[config.mk]
export PLATFORM = sky130hd
export DESIGN_NAME = wb_sequencer
export DESIGN_NICKNAME = d
export VERILOG_FILES = /design/src/rtl/wb_pkg.sv /design/src/rtl/wb_wait_counter.sv /design/src/rtl/wb_sequencer.sv
export SDC_FILE = /design/constraint.sdc
export NUM_CORES = 1
export LEC_CHECK = 0
export CAP_MARGIN = 20
export CORE_ASPECT_RATIO = 1.2
export CORE_MARGIN = 3
export CORE_UTILIZATION = 40
export CTS_CLUSTER_DIAMETER = 150
export DETAILED_ROUTE_END_ITERATION = 7
export PLACE_DENSITY = 0.77
export SYNTH_ARGS = -nofsm -noshare
export SYNTH_HDL_FRONTEND = slang
export SYNTH_SLANG_ARGS = --single-unit
[constraint.sdc]
create_clock -name clk -period 5.3 [get_ports clk]
set_input_delay 1.06 -clock clk [delete_from_list [all_inputs] [get_ports clk]]
set_output_delay 1.06 -clock clk [all_outputs]
set_load 0.05 [all_outputs]
[src/rtl/wb_pkg.sv]
// wb_pkg: write-back source codes and sequencer state encoding shared with the
// write-back mux and the main control unit.
package wb_pkg;

    localparam logic [3:0] WB_ALU   = 4'd0;
    localparam logic [3:0] WB_MDR   = 4'd1;
    localparam logic [3:0] WB_HI    = 4'd2;
    localparam logic [3:0] WB_LO    = 4'd3;
    localparam logic [3:0] WB_C227  = 4'd4;
    localparam logic [3:0] WB_C0    = 4'd5;
    localparam logic [3:0] WB_C1    = 4'd6;
    localparam logic [3:0] WB_SHIFT = 4'd7;
    localparam logic [3:0] WB_LUI   = 4'd8;

    typedef enum logic [2:0] {
        S_IDLE        = 3'd0,
        S_WAIT_MEM    = 3'd1,
        S_WAIT_MULDIV = 3'd2,
        S_WAIT_SHIFT  = 3'd3,
        S_WRITE       = 3'd4
    } state_e;

    // First state after an accepted start; S_IDLE marks an illegal kind.
    function automatic state_e route(input logic [3:0] kind);
        return kind == WB_MDR ? S_WAIT_MEM :
               (kind == WB_HI || kind == WB_LO) ? S_WAIT_MULDIV :
               kind == WB_SHIFT ? S_WAIT_SHIFT :
               kind <= WB_LUI ? S_WRITE : S_IDLE;
    endfunction

endpackage

[src/rtl/wb_wait_counter.sv]
// wb_wait_counter: load-delay down-counter plus a saturating watchdog counting
// cycles spent in wait states.
module wb_wait_counter #(
    parameter int MEM_WAIT = 2,
    parameter int TIMEOUT  = 64
) (
    input  logic clk,
    input  logic reset,
    input  logic load,
    input  logic en,
    output logic zero,
    output logic timeout
);

    logic [3:0] cnt;
    logic [7:0] wd;

    assign zero    = cnt == 4'd0;
    assign timeout = wd == 8'(TIMEOUT - 1);

    always_ff @(posedge clk or posedge reset)
        if (reset) begin
            cnt <= '0;
            wd  <= '0;
        end else if (load) begin
            cnt <= 4'(MEM_WAIT - 1);
            wd  <= '0;
        end else if (en) begin
            cnt <= zero ? cnt : cnt - 4'd1;
            wd  <= timeout ? wd : wd + 8'd1;
        end

endmodule

[src/rtl/wb_sequencer.sv]
// wb_sequencer: accepts one write-back request, waits for its source to become
// valid and issues a single-cycle register-file write.
module wb_sequencer
    import wb_pkg::*;
#(
    parameter int MEM_WAIT = 2,
    parameter int TIMEOUT  = 64
) (
    input  logic       clk,
    input  logic       reset,
    input  logic       start,
    input  logic [3:0] wb_kind,
    input  logic [4:0] dest,
    input  logic       muldiv_busy,
    input  logic       shift_done,
    input  logic       flush,
    output logic [3:0] mem_to_reg,
    output logic       reg_write,
    output logic [4:0] write_reg,
    output logic       busy,
    output logic       done,
    output logic       err
);

    state_e state, state_n;
    logic   accept, waiting, ready, err_n, zero, timeout;

    wb_wait_counter #(.MEM_WAIT(MEM_WAIT), .TIMEOUT(TIMEOUT)) u_cnt (
        .clk(clk),
        .reset(reset),
        .load(accept),
        .en(waiting),
        .zero(zero),
        .timeout(timeout)
    );

    always_comb begin
        accept  = state == S_IDLE && start && !flush;
        waiting = state inside {S_WAIT_MEM, S_WAIT_MULDIV, S_WAIT_SHIFT};
        ready   = (state == S_WAIT_MEM && zero) ||
                  (state == S_WAIT_MULDIV && !muldiv_busy) ||
                  (state == S_WAIT_SHIFT && shift_done);
        // A source becoming valid on the last allowed wait cycle still completes.
        state_n = flush ? S_IDLE :
                  accept ? route(wb_kind) :
                  ready ? S_WRITE :
                  ((waiting && timeout) || state == S_WRITE) ? S_IDLE : state;
        err_n   = !flush && ((accept && route(wb_kind) == S_IDLE) ||
                             (waiting && !ready && timeout));
    end

    always_ff @(posedge clk or posedge reset)
        if (reset) begin
            state      <= S_IDLE;
            err        <= 1'b0;
            mem_to_reg <= '0;
            write_reg  <= '0;
        end else begin
            state <= state_n;
            err   <= err_n;
            if (accept) begin
                mem_to_reg <= wb_kind;
                write_reg  <= dest;
            end
        end

    assign busy      = state != S_IDLE;
    assign done      = state == S_WRITE && !flush;
    assign reg_write = done && write_reg != 5'd0;

endmodule

==> results.yml <==
outcome:
  status: "completed"
finish:
  layout_common_cells: "nand2_1, clkdlybuf4s50_1, dfrtp_1"
  nNetsFinal: 187
  multi_input_area_um2: 629.4
  final.fill_count: 291
  syn2layout_area_growth_pct: 24.35
  seqCellArea_um2: 625.6
  final_common_cell: "nand2_1"
  largest_register_ffs: 8
  antennaDiodeCount: 0
  drive_gt1_frac: 0.04142
  fin_util: 0.5264
synth:
  syn_nets: 160
  netlist_area_mm2: 0.001305
  synth_top_family_by_area: "simple AND/OR/NAND/NOR gates"
  synth_mux_area_frac: 0.03835
  ys_types: 36
  synth-seq-cells: 25
  synth.avg_cell_area_um2: 9.126
  synthAdderAreaFrac: 0.01918
  synthXorXnorAreaFrac: 0.04027
  synthCells: 143
  yosys_warnings: 0
  synthSimpleGateAreaFrac: 0.2800
  yosysSeqAreaShare: 0.4794
  synth-compound-area-share: 0.1045
placed_design:
  io_buffers: 27
  gp_congestion: 0.8021
  dpl.hpwl_um: 2164
power_and_ir_drop:
  clockPowerShare: 0.169
  powerDensity_mw_per_mm2: 305.8
  combPwrFrac: 0.351
  total_power_uw: 496.2
  leakagePower_nw: 0.7027
  internal_power_uw: 310.9
  switchingPower_uw: 185.4
  power.share.switching: 0.3736
  power_frac_seq: 0.480
  ir_worst_vdd_mv: 0.1883
clocking:
  clk-insertion-delay-late_ns: 0.31
  cts_tree: "done"
  root_buffer: "clkbuf_4"
  cts_sinks: 25
  cts_buffers: 3
  htreeDepth: 1
  cts_hold_buffers: 0
  cts-resized-gates: 0
  clkTransAtPathRegs_ns: 0.13
  clockBufferDepth: 2
  post_cts_buffers: 0
routing:
  route.detailed.drc: 0
  via_per_inst: 5.473
  ant_nets: 0
  vias: 1122
  wl_per_cell_um: 14.08
  firstDrtPassIters: 4
  route.final.wire_length_um: 2886
  drt_iter0_drc: 34
run:
  drv_cap: 0
setup_path:
  cp_max_fo: 6
  cp.arrival_ns: 2.95
  critical_path_class: "in2out"
  startpoint_type: "input port"
  end_kind: "output pin"
  required_ns: 4.24
timing:
  skew_ns: 0.002836
  slew_violations: 0
  finalCritPeriodShare: 0.7567
  finalSetupViolCount: 0
  relSlewSlack: 0.3144
  hold_viol: 0
  min_period_ns: 4.011
  worst_pin_slew_ns: 1.024
  rsz0062_at_grt: "false"
  finalSetupTns_ns: 0
  fmax_mhz: 249.3
floorplan:
  core_mm2: 0.003083
  fp.dieH_um: 68.57
  io_pins: 28
  rows: 22
  start_util: 0.4233
  die_area_mm2: 0.003987
  die_x_um: 58.14
grt:
  grt_max_degree: 26
  antenna_found_initial: 0
  grt_overflow: 0
  grt_use_total: 0.1647
  grt_pass1_wl_um: 5092
  grt_pass1_vias: 1192
min_path:
  hp-class: "reg2reg"
==> metal layers <==
metal  GRT usage  share of wire
met4     0.04928          0.012
met5           0              0
met3     0.02980          0.043
met2      0.3136           0.54
met1      0.1862           0.41
==> synth_stat cells <==
cell,number,area [um^2]
nand2_1,34,127.6
dfrtp_1,25,625.6
nor2_1,10,37.54
inv_1,7,26.28
a21oi_1,6,30.03
xnor2_1,6,52.55
mux2i_1,5,50.05
nand3_1,5,25.02
buf_2,4,20.02
o21ai_0,4,20.02
nand3b_1,3,22.52
nor3_1,3,15.01
ha_1,2,25.02
nand4_1,2,12.51
nor3b_1,2,15.01
nor4_1,2,12.51
o2111ai_1,2,17.52
or3_1,2,12.51
or4_1,2,15.01
a2111oi_0,1,8.760
a211oi_1,1,7.510
a31oi_1,1,6.260
a41oi_1,1,8.760
and4bb_2,1,12.51
clkbuf_1,1,3.750
nand2b_1,1,6.260
nand4b_1,1,8.760
nor3b_2,1,12.51
o21a_1,1,7.510
o21ai_1,1,5.000
o21ai_2,1,8.760
o21bai_1,1,7.510
o31a_1,1,8.760
or3_4,1,11.26
or3b_1,1,8.760
or4b_1,1,10.01
==> area by class of cell <==
| class | instances | area share |
|---|---|---|
| Multi-Input combinational cell | 106 | 0.3878 |
| Inverter | 7 | 0.01619 |
| Sequential cell | 25 | 0.3855 |
| Clock buffer | 4 | 0.01619 |
| Tap cell | 36 | 0.02776 |
| Timing Repair Buffer | 27 | 0.1665 |
==> worst max-delay path: stages <==
cell and delay [ns]:
clkdlybuf4s50_1 0.52, nor4_1 0.39, o21a_1 0.17, clkdlybuf4s50_1 0.80
==> path summary, 6_finish.rpt <==
kind | from | to | slack [ns] | cells after the start
setup reg to reg | state[1] | err | 3.06 | 4
setup / recovery | flush | reg_write | 1.29 | 4
hold / removal | u_cnt.wd[7] | u_cnt.wd[7] | 0.49 | 1
max in group asynchronous | reset | err | 3.46 | 2
min in group asynchronous | reset | u_cnt.wd[1] | 1.25 | 2
hold reg to reg | u_cnt.wd[7] | u_cnt.wd[7] | 0.49 | 1
==> stage by stage <==
stage | hold WS, ns | setup WS [ns] | area (um^2) | cells
final | 0.4864 | 1.289 | 1623 | 205
after global routing | 0.5183 | 1.178 | 1623 | 205
after CTS | 0.4965 | 1.283 | 1623 | 205
after detailed placement | 0.4657 | 1.289 | 1597 | 201
after global placement | 0.4650 | 1.278 | 1597 | 201
after floorplan | 0.4373 | 0.9864 | 1305 | 143
==> power groups by stage <==
stage | logic (mW) | registers (mW) | clock network, mW
finish | 0.174 | 0.238 | 0.0839
global route | 0.188 | 0.242 | 0.0976
CTS | 0.176 | 0.238 | 0.0877
detailed placement | 0.175 | 0.242 | 0
global placement | 0.169 | 0.240 | 0
floorplan | 0.0675 | 0.285 | 0
==> cells by family (layout without fill, tap and decap cells) <==
group	count (synthesis)	count (layout)
flip-flops	25	25
adder cells (fa/ha/maj)	2	2
buffers and inverters	12	38
XOR/XNOR	6	6
multiplexers	5	5
AO/OA/AOI/OAI	21	21
AND/OR/NAND/NOR	72	72
No activity file was read; power rests on OpenSTA's default activity.
